### config.mk
export PLATFORM = sky130hd
export DESIGN_NAME = hazard_ctrl_flat
export DESIGN_NICKNAME = d
export VERILOG_FILES = /design/src/rtl/wisc_pipe_pkg.sv /design/src/rtl/hazard_ctrl_if.sv /design/src/rtl/sat_counter.sv /design/src/rtl/hazard_ctrl.sv /design/src/flat_wrapper.sv
export SDC_FILE = /design/constraint.sdc
export NUM_CORES = 1
export LEC_CHECK = 0
export CAP_MARGIN = 0
export CORE_MARGIN = 5
export CORE_UTILIZATION = 36
export DETAILED_ROUTE_END_ITERATION = 16
export GPL_TIMING_DRIVEN = 0
export PLACE_DENSITY = 0.68
export SLEW_MARGIN = 5
export SYNTH_ARGS = -nofsm -noshare
export SYNTH_HDL_FRONTEND = slang
export SYNTH_HIERARCHICAL = 1
export SYNTH_SLANG_ARGS = --single-unit
export TNS_END_PERCENT = 1
### constraint.sdc
create_clock -name clk -period 3.55 [get_ports clk]
set_clock_uncertainty 0.05 [all_clocks]
set_input_delay 0.71 -clock clk [delete_from_list [all_inputs] [get_ports clk]]
set_output_delay 0.71 -clock clk [all_outputs]
set_load 0.01 [all_outputs]
### src/rtl/wisc_pipe_pkg.sv
// Shared WISC-S15 pipeline control types: hazard FSM states, register indices and bubble encodings.
// Imported by the hazard controller and by the pipeline registers that consume its bubbles.
package wisc_pipe_pkg;

  typedef enum logic [1:0] {
    HZ_RUN    = 2'd0,
    HZ_FLUSH  = 2'd1,
    HZ_FREEZE = 2'd2
  } hz_state_t;

  localparam logic [3:0] REG_R0 = 4'd0;

  typedef struct packed {
    logic reg_write;
    logic mem_to_reg;
    logic reg_to_mem;
    logic branch;
    logic call;
    logic ret;
  } ex_ctrl_t;

  // What ID/EX loads when idex_flush is asserted: an instruction with no side effects.
  localparam ex_ctrl_t CTRL_BUBBLE = '0;

  function automatic logic load_use(
    input logic       mem_to_reg,
    input logic       reg_write,
    input logic [3:0] rd,
    input logic [3:0] rs1,
    input logic [3:0] rs2,
    input logic       rs1_used,
    input logic       rs2_used
  );
    return mem_to_reg && reg_write && (rd != REG_R0) &&
           ((rs1_used && (rs1 == rd)) || (rs2_used && (rs2 == rd)));
  endfunction

endpackage

### src/rtl/hazard_ctrl_if.sv
// Signal bundle between the pipeline datapath and the hazard controller.
// master = pipeline side (drives observations), slave = controller side (drives controls).
interface hazard_ctrl_if;
  logic [3:0]  id_rs1;
  logic [3:0]  id_rs2;
  logic        id_rs1_used;
  logic        id_rs2_used;
  logic [3:0]  idex_reg_rd;
  logic        idex_reg_write;
  logic        idex_mem_to_reg;
  logic        ex_redirect;
  logic        mem_busy;
  logic        pc_stall;
  logic        ifid_stall;
  logic        ifid_flush;
  logic        idex_flush;
  logic        exmem_stall;
  logic        memwb_stall;
  logic        mem_timeout;
  logic [15:0] stall_cnt;

  modport master (
    output id_rs1, id_rs2, id_rs1_used, id_rs2_used,
    output idex_reg_rd, idex_reg_write, idex_mem_to_reg,
    output ex_redirect, mem_busy,
    input  pc_stall, ifid_stall, ifid_flush, idex_flush,
    input  exmem_stall, memwb_stall, mem_timeout, stall_cnt
  );

  modport slave (
    input  id_rs1, id_rs2, id_rs1_used, id_rs2_used,
    input  idex_reg_rd, idex_reg_write, idex_mem_to_reg,
    input  ex_redirect, mem_busy,
    output pc_stall, ifid_stall, ifid_flush, idex_flush,
    output exmem_stall, memwb_stall, mem_timeout, stall_cnt
  );
endinterface

### src/rtl/sat_counter.sv
// Up-counter that sticks at all-ones; clr wins over inc, synchronous active-low reset.
module sat_counter #(
  parameter int WIDTH = 16
) (
  input  logic             clk,
  input  logic             rst_n,
  input  logic             inc,
  input  logic             clr,
  output logic [WIDTH-1:0] cnt
);

  logic [WIDTH-1:0] cnt_q;
  logic [WIDTH-1:0] cnt_d;

  always_comb begin
    cnt_d = cnt_q;
    if (clr) begin
      cnt_d = '0;
    end else if (inc && (cnt_q != '1)) begin
      cnt_d = cnt_q + WIDTH'(1);
    end
  end

  always_ff @(posedge clk) begin
    if (!rst_n) begin
      cnt_q <= '0;
    end else begin
      cnt_q <= cnt_d;
    end
  end

  assign cnt = cnt_q;

endmodule

### src/rtl/hazard_ctrl.sv
// WISC-S15 pipeline hazard controller: load-use bubbles, redirect squashing and memory freezes.
// Controls are combinational from state and inputs; priority is mem_busy > redirect/flush > load-use.
module hazard_ctrl #(
  parameter int FLUSH_CYCLES = 1,
  parameter int MAX_WAIT     = 255
) (
  input  logic         clk,
  input  logic         rst_n,
  hazard_ctrl_if.slave hz
);
  import wisc_pipe_pkg::*;

  localparam logic [2:0]  FLUSH_RELOAD = 3'(FLUSH_CYCLES - 1);
  localparam logic [15:0] WAIT_LAST    = 16'(MAX_WAIT - 1);

  hz_state_t   state_q, state_d;
  logic [2:0]  flush_cnt_q, flush_cnt_d;
  logic        mem_timeout_q, mem_timeout_d;

  logic        lu;
  logic        in_flush;
  logic        pc_stall;
  logic        ifid_stall;
  logic        ifid_flush;
  logic        idex_flush;
  logic        mem_hold;
  logic [15:0] wait_cnt;
  logic [15:0] stall_cnt;

  assign lu = load_use(hz.idex_mem_to_reg, hz.idex_reg_write, hz.idex_reg_rd,
                       hz.id_rs1, hz.id_rs2, hz.id_rs1_used, hz.id_rs2_used);

  always_comb begin
    state_d     = state_q;
    flush_cnt_d = flush_cnt_q;
    in_flush    = 1'b0;
    pc_stall    = 1'b0;
    ifid_stall  = 1'b0;
    ifid_flush  = 1'b0;
    idex_flush  = 1'b0;
    mem_hold    = 1'b0;
    if (rst_n) begin
      case (state_q)
        HZ_RUN, HZ_FLUSH, HZ_FREEZE: begin
          if (hz.mem_busy) begin
            // Whole pipe holds; a pending flush count is kept and resumed on release.
            pc_stall   = 1'b1;
            ifid_stall = 1'b1;
            mem_hold   = 1'b1;
            state_d    = HZ_FREEZE;
          end else begin
            in_flush = (state_q != HZ_RUN) && (flush_cnt_q != 3'd0);
            state_d  = HZ_RUN;
            if (hz.ex_redirect) begin
              ifid_flush  = 1'b1;
              idex_flush  = 1'b1;
              flush_cnt_d = FLUSH_RELOAD;
              if (FLUSH_RELOAD != 3'd0) begin
                state_d = HZ_FLUSH;
              end
            end else if (in_flush) begin
              ifid_flush  = 1'b1;
              flush_cnt_d = flush_cnt_q - 3'd1;
              if (flush_cnt_q != 3'd1) begin
                state_d = HZ_FLUSH;
              end
            end else if (lu) begin
              pc_stall   = 1'b1;
              ifid_stall = 1'b1;
              idex_flush = 1'b1;
            end
          end
        end
        default: begin
          state_d     = HZ_RUN;
          flush_cnt_d = 3'd0;
        end
      endcase
    end
  end

  // wait_cnt counts busy cycles before this one, so this cycle is busy cycle wait_cnt+1.
  assign mem_timeout_d = mem_timeout_q || (mem_hold && (wait_cnt >= WAIT_LAST));

  always_ff @(posedge clk) begin
    if (!rst_n) begin
      state_q       <= HZ_RUN;
      flush_cnt_q   <= 3'd0;
      mem_timeout_q <= 1'b0;
    end else begin
      state_q       <= state_d;
      flush_cnt_q   <= flush_cnt_d;
      mem_timeout_q <= mem_timeout_d;
    end
  end

  sat_counter #(.WIDTH(16)) u_wait_cnt (
    .clk   (clk),
    .rst_n (rst_n),
    .inc   (mem_hold),
    .clr   (!mem_hold),
    .cnt   (wait_cnt)
  );

  sat_counter #(.WIDTH(16)) u_stall_cnt (
    .clk   (clk),
    .rst_n (rst_n),
    .inc   (pc_stall),
    .clr   (1'b0),
    .cnt   (stall_cnt)
  );

  assign hz.pc_stall    = pc_stall;
  assign hz.ifid_stall  = ifid_stall;
  assign hz.ifid_flush  = ifid_flush;
  assign hz.idex_flush  = idex_flush;
  assign hz.exmem_stall = mem_hold;
  assign hz.memwb_stall = mem_hold;
  assign hz.mem_timeout = mem_timeout_q;
  assign hz.stall_cnt   = stall_cnt;

endmodule

### src/flat_wrapper.sv
// flat-port wrapper written by rule: the top's interface ports become plain ports
module hazard_ctrl_flat import wisc_pipe_pkg::*;
#(
  parameter int FLUSH_CYCLES = 1,
  parameter int MAX_WAIT     = 255
)
  (clk, rst_n, hz_id_rs1, hz_id_rs2, hz_id_rs1_used, hz_id_rs2_used, hz_idex_reg_rd, hz_idex_reg_write, hz_idex_mem_to_reg, hz_ex_redirect, hz_mem_busy, hz_pc_stall, hz_ifid_stall, hz_ifid_flush, hz_idex_flush, hz_exmem_stall, hz_memwb_stall, hz_mem_timeout, hz_stall_cnt);
  hazard_ctrl_if hz_i ();
  input  logic clk;
  input  logic rst_n;
  input wire logic [$bits(hz_i.id_rs1)-1:0] hz_id_rs1;
  input wire logic [$bits(hz_i.id_rs2)-1:0] hz_id_rs2;
  input wire logic [$bits(hz_i.id_rs1_used)-1:0] hz_id_rs1_used;
  input wire logic [$bits(hz_i.id_rs2_used)-1:0] hz_id_rs2_used;
  input wire logic [$bits(hz_i.idex_reg_rd)-1:0] hz_idex_reg_rd;
  input wire logic [$bits(hz_i.idex_reg_write)-1:0] hz_idex_reg_write;
  input wire logic [$bits(hz_i.idex_mem_to_reg)-1:0] hz_idex_mem_to_reg;
  input wire logic [$bits(hz_i.ex_redirect)-1:0] hz_ex_redirect;
  input wire logic [$bits(hz_i.mem_busy)-1:0] hz_mem_busy;
  output wire logic [$bits(hz_i.pc_stall)-1:0] hz_pc_stall;
  output wire logic [$bits(hz_i.ifid_stall)-1:0] hz_ifid_stall;
  output wire logic [$bits(hz_i.ifid_flush)-1:0] hz_ifid_flush;
  output wire logic [$bits(hz_i.idex_flush)-1:0] hz_idex_flush;
  output wire logic [$bits(hz_i.exmem_stall)-1:0] hz_exmem_stall;
  output wire logic [$bits(hz_i.memwb_stall)-1:0] hz_memwb_stall;
  output wire logic [$bits(hz_i.mem_timeout)-1:0] hz_mem_timeout;
  output wire logic [$bits(hz_i.stall_cnt)-1:0] hz_stall_cnt;
  assign hz_i.id_rs1 = hz_id_rs1;
  assign hz_i.id_rs2 = hz_id_rs2;
  assign hz_i.id_rs1_used = hz_id_rs1_used;
  assign hz_i.id_rs2_used = hz_id_rs2_used;
  assign hz_i.idex_reg_rd = hz_idex_reg_rd;
  assign hz_i.idex_reg_write = hz_idex_reg_write;
  assign hz_i.idex_mem_to_reg = hz_idex_mem_to_reg;
  assign hz_i.ex_redirect = hz_ex_redirect;
  assign hz_i.mem_busy = hz_mem_busy;
  assign hz_pc_stall = hz_i.pc_stall;
  assign hz_ifid_stall = hz_i.ifid_stall;
  assign hz_ifid_flush = hz_i.ifid_flush;
  assign hz_idex_flush = hz_i.idex_flush;
  assign hz_exmem_stall = hz_i.exmem_stall;
  assign hz_memwb_stall = hz_i.memwb_stall;
  assign hz_mem_timeout = hz_i.mem_timeout;
  assign hz_stall_cnt = hz_i.stall_cnt;
  hazard_ctrl #(.FLUSH_CYCLES(FLUSH_CYCLES), .MAX_WAIT(MAX_WAIT)) u_core (.clk(clk), .rst_n(rst_n), .hz(hz_i));
endmodule
======== Word-level counts from Yosys, hierarchy flattened ========
Cells that the tools add are included.
word-level totals
  flip-flop bits (word level) ............. 38
  input bits .............................. 20
  output and inout port bits .............. 23
  logic and storage cells ................. 66
cells by class
  $add $sub $neg .......................... 3
  magnitude comparators ................... 1
  equality and inequality tests ........... 7
  muxes and demuxes ....................... 24
  bitwise logic cells ..................... 4
  reductions and logical operators ........ 21
operators with widths
  cell                                                    count
  adder 16 x 1 -> 16 bit (second input constant)          2
  inequality test 16 bit (second input constant)          2
  two-way mux 1 bit                                       19
  >= comparator 16 x 8 -> 1 bit (second input constant)   1
  logical AND 1 bit                                       9
  equality test 4 bit                                     2
  two-way mux 2 bit                                       3
  two-way mux 3 bit                                       2
  AND reduction 2 bit                                     3
  OR reduction 5 bit                                      1
  inverter 1 bit                                          4
  nonzero test 2 bit                                      2
  nonzero test 4 bit                                      1
  inequality test 3 x 1 -> 1 bit (second input constant)  1
  nonzero test 3 bit                                      1
  OR reduction 3 bit                                      1
  subtractor 3 x 1 -> 3 bit (second input constant)       1
  equality test 2 x 1 -> 1 bit (second input constant)    1
  equality test 2 bit (second input constant)             1
  zero test 2 bit                                         1
  logical OR 1 bit                                        2

======== Logic depth before layout (Yosys ltp) ========
Gate-level depths: netlist of run 1.
  word-level depth ........................ 11
  depth in mapped cells ................... 9
  depth with buffers taken out ............ 9

======== Cells and area by module ========
The synthesis of run 1 kept the hierarchy.
modules (own cells, without submodules)
  module       instances  cells each  area an instance (sq um)  sequential area each (sq um)
  sat_counter  2          91          864.6                     320.3
  hazard_ctrl  1          63          481.7                     120.1

======== Worst setup path after synthesis of run 1 ========
OpenSTA, ideal clock, no wires.
  path kind ............................... input to register
  start ................................... in hz_idex_reg_rd[1]
  end ..................................... reg u_core.u_stall_cnt.cnt_q[13], in the netlist u_core/u_stall_cnt/cnt[13]
  setup time .............................. 71 ps
  arrival time ............................ 3181 ps
  data required time ...................... 3429 ps
  setup slack ............................. 248 ps
  stages on the path ...................... 8
  path buffers ............................ 0
  cells stage by stage .................... xor2_1 -> nor4_1 -> a31oi_1 -> o41ai_1 -> and4_2 -> nand3_4 -> or4_1 -> a21oi_1
on the way
  word-level cells in the longest chain between the ends .. 11
  elaborated cells between the ends (all ways) .. 15
  those cells by class .................... eq/ne: 2; mux: 6; reduce/logical: 7
ends and longest elaborated chain
  item                              RTL line             source
  from (decl)                       flat_wrapper.sv:15   input wire logic [$bits(hz_i.idex_reg_rd)-1:0] hz_idex_reg_rd;
  equality test 4 bit               wisc_pipe_pkg.sv:35  ((rs1_used && (rs1 == rd)) || (rs2_used && (rs2 == rd)));
  logical AND 1 bit                 wisc_pipe_pkg.sv:35
  logical OR 1 bit                  wisc_pipe_pkg.sv:35
  logical AND 1 bit *               wisc_pipe_pkg.sv:34  return mem_to_reg && reg_write && (rd != REG_R0) &&
  two-way mux 1 bit * (6 in a row)  -
  named net hz_ifid_stall           flat_wrapper.sv:21   output wire logic [$bits(hz_i.ifid_stall)-1:0] hz_ifid_stall;
  logical AND 1 bit *               sat_counter.sv:19    end else if (inc && (cnt_q != '1)) begin
  to (signal assigned)              sat_counter.sv:28    cnt_q <= cnt_d;
  to (decl)                         sat_counter.sv:12    logic [WIDTH-1:0] cnt_q;
The timed path passes the listed nets; every way through them passes the cells marked *.
A chain may end at the register's enable or synchronous reset.

======== Worst setup path in the final report of run 1 ========
  start ................................... in rst_n
  end ..................................... out hz_memwb_stall
on the way
  word-level cells in the longest chain between the ends .. 1
ends and longest elaborated chain
  item               RTL line            source
  from (decl)        flat_wrapper.sv:10  input logic rst_n;
  two-way mux 1 bit  hazard_ctrl.sv:42   if (rst_n) begin
  to (decl)          flat_wrapper.sv:25  output wire logic [$bits(hz_i.memwb_stall)-1:0] hz_memwb_stall;
Every way passes these cells.

==> impl_metrics.json, run 1 <==
{
  "grt_pass1_wl_um": 8960,
  "yosys.cell_types.count": 45,
  "synthToLayoutAreaGrowth_pct": 30.7,
  "cp-end-kind": "output port",
  "placed_cell_area_um2": 2720,
  "cp_common_cell": "clkdlybuf4s50_1",
  "cpPeakStageDelay_ns": 0.63,
  "power_mw": 0.872,
  "p_leak_nw": 1.07,
  "hold_viol": 0,
  "min_path_type": "register to register",
  "cts.htree.levels": 2,
  "dr.pass1.iters": 4,
  "grt_use_total": 0.141,
  "grt_use_met3": 0.0410,
  "regArea_um2": 761,
  "cts_tree": "yes",
  "use_met2": 0.241,
  "finalCritPeriodShare": 0.924,
  "cts_buffers": 5,
  "synth_cells": 245,
  "routed_wl_um": 5150,
  "port_buffers": 41,
  "setup_violations": 0,
  "setup_tns_ns": 0,
  "viasPerCell": 5.50,
  "max_freq_mhz": 305,
  "final_antenna_net_count": 0,
  "yosysMostFrequentCell": "dfxtp_1",
  "maxCapViolations": 0,
  "final_layout_size_suffix_gt1_frac": 0.108,
  "clk_path_buf_depth": 2,
  "fin_ws_ns": 0.269,
  "drc": 0,
  "grt.met1_usage": 0.176,
  "ir_drop_v": 0.000176,
  "synthTopCellsByArea": "dfxtp_1, xor2_1, nand4_4",
  "critical_path_class": "primary input to output port",
  "worstPathRequired_ns": 2.79,
  "busiest_layer": "met2",
  "syn_avg_cell_area_um2": 9.02,
  "wl_per_cell_um": 13.9,
  "syn_area_um2": 2210,
  "critical_path_buf_inv_count": 4,
  "grt_overflow_total": 0,
  "grt_max_degree": 13,
  "synth-edff-count": 0,
  "drt-initial-drc-count": 102,
  "synth_top_area_share": 0.344,
  "crit_slowest_cell": "clkdlybuf4s50_1",
  "rows": 28,
  "coreArea_um2": 5960,
  "arrival_ns": 2.52,
  "power_density_nw_per_um2": 302,
  "dieArea_um2": 7810,
  "dp_hpwl_um": 3770,
  "tightest_slew_ns": 0.503,
  "antenna_found_initial": 0,
  "clk-insertion-delay-late_ns": 0.29,
  "multiInputGateArea_um2": 1440,
  "place_ws_ns": -0.774,
  "layout_min_cycle_time_ns": 3.28,
  "clock-sinks": 38,
  "path_cells": "clkdlybuf4s50_1 -> nand3_1 -> inv_1 -> buf_4 -> clkdlybuf4s50_1",
  "synthFlopType": "dfxtp_1",
  "place_inst": 362,
  "final_cell_area_um2": 2890,
  "slew_headroom": 0.665,
  "io_pins": 43,
  "route.vias.total": 2041,
  "die_h_um": 88.4,
  "synth_common_cells": "dfxtp_1, nor2_1, a21oi_1, nand2_1, xor2_1",
  "slew_viol_final": 0,
  "rsz0062_at_grt": "no",
  "synth-async-reset-ratio": 0,
  "die_x_um": 88.4,
  "gp_congestion": 0.798,
  "grt_pass1_vias": 1930,
  "path_max_fanout": 8,
  "n_antenna_cell": 0,
  "ys_ff_latch": 38,
  "ys_seq_area_frac": 0.344,
  "floorplan.initialDensity": 0.371,
  "ctsRootBufferMaster": "clkbuf_8",
  "synth_top_area_cell": "dfxtp_1",
  "yosysWarnings": 6,
  "clk_pin_slew_ns": 0.08,
  "fillers": 586,
  "critical_path.top_delay_family": "buffers and inverters",
  "status": "finished, final reports clean",
  "stdcell_count": 371,
  "worst_setup_path_start_kind": "primary input",
  "nNetsFinal": 320
}
==> per-stage QoR <==
step | util | hold WS [ns]
floorplan | - | 0.400
global placement | 0.457 | 0.411
detailed placement | 0.457 | 0.407
CTS | 0.481 | 0.426
global route | 0.485 | 0.477
finish | 0.485 | 0.425
==> layout make-up <==
type,instances,area share
clock buffers,5,0.0238
multi-input cells,193,0.498
inverters,10,0.0130
well taps,75,0.0325
flip-flops and latches,38,0.263
plain buffers,5,0.00909
repair buffers,42,0.147
clock inverters,3,0.0139
==> layout by cell type, fill, tap and decap left out, types with 6 or more instances in the layout <==
cell	n
clkdlybuf4s50_1	37
nand2_1	13
and2_1	6
nand4_1	7
nor2_1	22
nand3_1	10
nor4_1	8
xor2_1	12
a21oi_1	13
dfxtp_1	38
o21ai_0	11
inv_1	9
==> worst register-to-register path, delay by kind of cell (launching register included) <==
family / cells / cell delay [ns]
AND/OR/NAND/NOR: 4 / 1.08
AO/OA/AOI/OAI: 3 / 0.60
flip-flops: 1 / 0.33
buffers and inverters: 2 / 0.30
adder cells (fa/ha/maj): 1 / 0.18
==> per-layer routing <==
metal / wire (um) / part of all wire
met5: 0 / 0
met2: 2540 / 0.49
met3: 181 / 0.035
met4: 23 / 0.0045
met1: 2410 / 0.47
==> logic make-up after synthesis <==
logic type                 Yosys count  share of synthesized area
AOI/OAI and AO/OA                   59                      0.209
xor gates and xnor gates            16                     0.0634
adders and majority gates            5                     0.0283
buffers and inverters               15                     0.0289
DFF                                 38                      0.344
muxes                                2                    0.00906
other                                1                    0.00170
and+or+nand+nor                    109                      0.315
==> registers in the layout (all words and copies together), names as in the netlist <==
name                    cells
u_core/u_stall_cnt/cnt     16
u_core/u_wait_cnt/cnt      16
u_core/flush_cnt_q          3
u_core/state_q              2
u_core/hz.mem_timeout       1
==> where the power goes <==
group / switching [mW] / leakage [nW] / internal, mW
Combinational: 0.0364 / 0.705 / 0.0398
Clock: 0.161 / 0.0579 / 0.207
Sequential: 0.00102 / 0.306 / 0.427
==> what timing repair did <==
item / in CTS / in global routing
gates resized for setup: 5 / 5
endpoints found under the setup margin: 9 / 3
setup buffers: 1 / 0
pin swaps: 2 / 3
hold endpoints to repair: 0 / 0
hold buffers: 0 / 0
==> worst paths after layout <==
check	start	endpoint	slack, ns	cells past startpoint
setup reg to reg	u_core/flush_cnt_q[0]	u_core/u_stall_cnt/cnt[9]	0.96	10
hold / removal	u_core/hz.mem_timeout	u_core/hz.mem_timeout	0.43	1
hold reg to reg	u_core/hz.mem_timeout	u_core/hz.mem_timeout	0.43	1
setup / recovery	rst_n	hz_memwb_stall	0.27	5
(Power assumes the default switching activity.)
==> run 2: changes to the inputs <==
--- a/config.mk
+++ b/config.mk
@@ -6,7 +6,6 @@
 export NUM_CORES = 1
 export LEC_CHECK = 0
 export CAP_MARGIN = 0
-export CORE_MARGIN = 5
 export CORE_UTILIZATION = 36
 export DETAILED_ROUTE_END_ITERATION = 16
 export GPL_TIMING_DRIVEN = 0
==> run 2 against run 1 <==
Effect of this change:
- cell area is 1.2% lower
- fmax down 0.32%
- utilization down 0.30 points
- clock power shrank 21%
- register-to-register slack better by 0.03 ns
- non-clock buffer count unchanged
- sequential share of layout area grew 0.32 points
- critical path depth stayed put
- critical path type unchanged
==> impl_metrics.json, run 2 (synthesis results as in run 1) <==
{
  "grt_use_total": 0.169,
  "worstPathRequired_ns": 2.79,
  "clock-sinks": 38,
  "crit_start": "rst_n",
  "rows": 28,
  "arrival_ns": 2.53,
  "fillers": 558,
  "wl_per_cell_um": 13.3,
  "coreArea_um2": 5920,
  "p_leak_nw": 1.06,
  "clk_path_buf_depth": 2,
  "timing.rr.start": "u_core/flush_cnt_q[0]",
  "layout_min_cycle_time_ns": 3.29,
  "route.vias.total": 2056,
  "cp-end-kind": "output port",
  "hold_path.startpoint": "u_core/hz.mem_timeout",
  "cts.htree.levels": 2,
  "worst_setup_path_start_kind": "primary input",
  "max_freq_mhz": 304,
  "final_cell_mix": "dfxtp_1, clkdlybuf4s50_1, nor2_1, nand2_1, a21oi_1",
  "critical_path_buf_inv_count": 4,
  "dr.pass1.iters": 4,
  "maxCapViolations": 0,
  "min_path_type": "register to register",
  "viasPerCell": 5.57,
  "n_antenna_cell": 0,
  "final_layout_size_suffix_gt1_frac": 0.102,
  "ctsRootBufferMaster": "clkbuf_8",
  "antenna_found_initial": 0,
  "setup_violations": 0,
  "final_core_util": 0.482,
  "path_cells": "clkdlybuf4s50_1 -> nand3_1 -> inv_1 -> buf_4 -> clkdlybuf4s50_1",
  "layout_commonest_cell": "dfxtp_1",
  "crit_slowest_cell": "clkdlybuf4s50_1",
  "place_ws_ns": -0.723,
  "regArea_um2": 761,
  "rsz0062_at_grt": "no",
  "floorplan.initialDensity": 0.373,
  "dp_hpwl_um": 3590,
  "grt_pass1_vias": 1926,
  "hold_viol": 0,
  "grt_max_degree": 11,
  "synthToLayoutAreaGrowth_pct": 29.1,
  "nNetsFinal": 320,
  "cts_hold_buf": 0,
  "finalCritPeriodShare": 0.927,
  "status": "finished, final reports clean",
  "io_pins": 43,
  "cp_common_cell": "clkdlybuf4s50_1",
  "gp_congestion": 0.822,
  "cts_buffers": 5,
  "clk-insertion-delay-late_ns": 0.28,
  "clk_pin_slew_ns": 0.07,
  "drc": 0,
  "port_buffers": 41,
  "routed_wl_um": 4920,
  "path_max_fanout": 8,
  "drt-initial-drc-count": 73,
  "die_x_um": 80.4,
  "die_h_um": 80.4,
  "multiInputGateArea_um2": 1430,
  "grt_overflow_total": 0,
  "grt_pass1_wl_um": 8580,
  "ir_drop_v": 0.000268,
  "cts_tree": "yes",
  "cpPeakStageDelay_ns": 0.63,
  "critical_path_class": "primary input to output port",
  "fin_ws_ns": 0.258,
  "power_density_nw_per_um2": 279,
  "critical_path.top_delay_family": "buffers and inverters",
  "dieArea_um2": 6460,
  "final_antenna_net_count": 0,
  "slew_viol_final": 0
}
-- run 2: worst paths after layout --
kind | slack, ns | cells after the start | endpoint
worst max-delay path | 0.26 | 5 | hz_memwb_stall
worst min-delay path | 0.43 | 1 | u_core/hz.mem_timeout
worst max register to register | 0.99 | 10 | u_core/u_stall_cnt/cnt[9]
worst min register to register | 0.43 | 1 | u_core/hz.mem_timeout
-- run 2: per-stage QoR --
stage | std cells | TNS, ns | hold WS [ns] | cell area (um2) | power [mW]
final | 369 | 0 | 0.425 | 2850 | 0.795
after global routing | 369 | 0 | 0.444 | 2850 | 0.838
after CTS | 369 | 0 | 0.431 | 2830 | 0.806
after detailed placement | 362 | -4.92 | 0.404 | 2720 | 0.508
after global placement | 362 | -4.40 | 0.406 | 2720 | 0.507
after floorplan | 246 | 0 | 0.400 | 2210 | 0.469
-- run 2: cell type report --
class	instances	share of cell area
tap	75	0.0329
sequential	38	0.267
multi-input combinational	193	0.500
timing repair buffer	42	0.149
clock buffer	6	0.0289
inverter	10	0.0132
buffer	5	0.00921
-- run 2: routing by layer --
metal	wire, um	up-vias	track usage
li1	-	1041	-
met2	2390	43	0.272
met1	2240	964	0.212
met4	73	0	0.0750
met3	218	8	0.0409
met5	0	-	0
-- run 2: repair_timing --
item                                   in CTS  in global routing
buffers inserted                            1                  0
endpoints found under the hold margin       0                  0
setup endpoints to repair                   9                  3
pin swaps                                   1                  3
gates resized for setup                     3                  7
-- run 2: report_power, final --
part / internal, mW / total (mW) / leakage, nW / switching, mW
clock: 0.150 / 0.292 / 0.0431 / 0.142
combinational: 0.0393 / 0.0748 / 0.708 / 0.0355
sequential: 0.427 / 0.428 / 0.306 / 0.00104
==> run 3: changes to the inputs <==
--- a/config.mk
+++ b/config.mk
@@ -9,7 +9,8 @@
 export CORE_UTILIZATION = 36
 export DETAILED_ROUTE_END_ITERATION = 16
 export GPL_TIMING_DRIVEN = 0
-export PLACE_DENSITY = 0.68
+export PLACE_DENSITY_LB_ADDON = 0.05
+export SETUP_SLACK_MARGIN = 0.5
 export SLEW_MARGIN = 5
 export SYNTH_ARGS = -nofsm -noshare
 export SYNTH_HDL_FRONTEND = slang
==> run 3 against run 2 <==
Effect of this change:
- non-clock buffer count increased by 9
- critical path depth increased by 5
- global-route usage increased by 0.72 points
- power increased by 21%
- clock power increased by 56%
- largest cell class unchanged
- highest routed layer unchanged
==> impl_metrics.json, run 3 (synthesis results as in run 1) <==
{
  "status": "finished, final reports clean",
  "arrival_ns": 3.10,
  "grt_max_degree": 13,
  "drc": 0,
  "r2r_cells": 11,
  "final_layout_size_suffix_gt1_frac": 0.170,
  "r2r_end": "u_core/u_stall_cnt/cnt[13]",
  "maxCapViolations": 0,
  "floorplan.initialDensity": 0.373,
  "clk_path_buf_depth": 2,
  "path_max_fanout": 8,
  "dp_hpwl_um": 3830,
  "cts.htree.levels": 2,
  "rsz0062_at_grt": "no",
  "tightest_slew_ns": 0.544,
  "layout_min_cycle_time_ns": 2.93,
  "synthToLayoutAreaGrowth_pct": 37.5,
  "dr.pass1.iters": 4,
  "worst_setup_path_start_kind": "primary input",
  "critical_path_class": "primary input to register",
  "die_x_um": 80.4,
  "coreArea_um2": 5920,
  "worstPathRequired_ns": 3.72,
  "hold_slack_ns": 0.423,
  "drt-initial-drc-count": 58,
  "ir_drop_v": 0.000152,
  "layout_commonest_cell": "dfxtp_1",
  "setup_violations": 0,
  "placed_cell_area_um2": 2730,
  "p_leak_nw": 1.19,
  "power_density_nw_per_um2": 318,
  "clk-insertion-delay-late_ns": 0.29,
  "hold_viol": 0,
  "final_antenna_net_count": 0,
  "cts_tree": "yes",
  "die_h_um": 80.4,
  "dieArea_um2": 6460,
  "viasPerCell": 5.42,
  "hold_depth": 1,
  "slew_headroom": 0.637,
  "route.vias.total": 2060,
  "gp_congestion": 0.738,
  "min_to": "u_core/hz.mem_timeout",
  "timing.rr.start": "u_core/flush_cnt_q[0]",
  "clock-sinks": 38,
  "slew_viol_final": 0,
  "clk_pin_slew_ns": 0.07,
  "grt_use_total": 0.176,
  "setup_tns_ns": 0,
  "io_pins": 43,
  "grt_pass1_vias": 1948,
  "nNetsFinal": 329,
  "routed_wl_um": 5370,
  "cts_buffers": 5,
  "max_freq_mhz": 342,
  "ctsRootBufferMaster": "clkbuf_8",
  "wl_per_cell_um": 14.1,
  "grt_overflow_total": 0,
  "grt_pass1_wl_um": 8920,
  "n_antenna_cell": 0,
  "cp-end-kind": "register",
  "finalCritPeriodShare": 0.825,
  "port_buffers": 41,
  "rrSetupSlack_ns": 0.91,
  "final_cell_area_um2": 3040,
  "min_path_type": "register to register",
  "crit_start": "hz_id_rs1[1]",
  "rows": 28,
  "final_cell_mix": "dfxtp_1, clkdlybuf4s50_1, nor2_1, xor2_1, a21oi_1",
  "antenna_found_initial": 0,
  "hold_path.startpoint": "u_core/hz.mem_timeout"
}
-- run 3: cell count changes in the layout (fill, tap and decap cells not counted), sizes merged --
| cell | previous run | this run |
|---|---|---|
| buf | 3 | 14 |
| bufinv | 0 | 2 |
| clkbuf | 9 | 10 |
| clkdlybuf4s15 | 0 | 1 |
| clkdlybuf4s50 | 36 | 25 |
| dlymetal6s2s | 4 | 11 |
-- run 3: metal layers --
layer | vias up | global-route usage | wire length [um]
li1 | 1055 | - | -
met1 | 966 | 0.210 | 2510
met2 | 34 | 0.312 | 2650
met3 | 5 | 0.0386 | 142
met4 | 0 | 0.0536 | 70
met5 | - | 0 | 0
-- run 3: final cells by class --
cell class                 count  area [um2]
buffer                         5        26.3
clock buffer                   6        82.6
clock inverter                 2        60.1
fill                         575        2880
inverter                      10        37.5
multi-input combinational    193        1470
sequential                    38         761
tap                           75        93.8
timing repair buffer          51         508
-- run 3: metrics by stage --
step	instances	total power [mW]	setup WS [ns]	util
floorplan	246	0.470	0.594	-
global placement	362	0.509	-0.426	0.460
detailed placement	362	0.509	-0.443	0.460
CTS	377	0.975	0.418	0.500
global route	380	1.00	0.533	0.513
finish	380	0.966	0.622	0.513
-- run 3: worst max-delay path, cell delays in order --
cell and delay, ns:
clkdlybuf4s50_1 0.47, xnor2_1 0.13, a31oi_2 0.15, o41ai_4 0.33
buf_4 0.18, buf_6 0.10, and4_4 0.25, nand3_4 0.12
or4_1 0.53, a21oi_1 0.13
-- run 3: worst max path at each step --
| stage | to | slack, ns | cells past startpoint |
|---|---|---|---|
| after floorplan | u_core/u_stall_cnt/cnt[13] | 0.59 | 8 |
| after global placement | hz_pc_stall | -0.43 | 7 |
| after detailed placement | hz_pc_stall | -0.44 | 8 |
| after CTS | u_core/u_stall_cnt/cnt[13] | 0.42 | 12 |
| after global routing | u_core/u_stall_cnt/cnt[13] | 0.53 | 11 |
| final | u_core/u_stall_cnt/cnt[13] | 0.62 | 10 |
-- run 3: what timing repair did --
action                                  CTS  global route
pin swaps                                 3             8
endpoints found under the setup margin   17            12
cloned                                    0             0
buffers inserted                          7             3
gates resized for setup                  24            21
hold buffers                              0             0
-- run 3: power breakdown --
group          total [mW]  switching [mW]  internal, mW
registers           0.428         0.00109         0.427
logic              0.0808          0.0395        0.0413
clock network       0.456           0.157         0.300
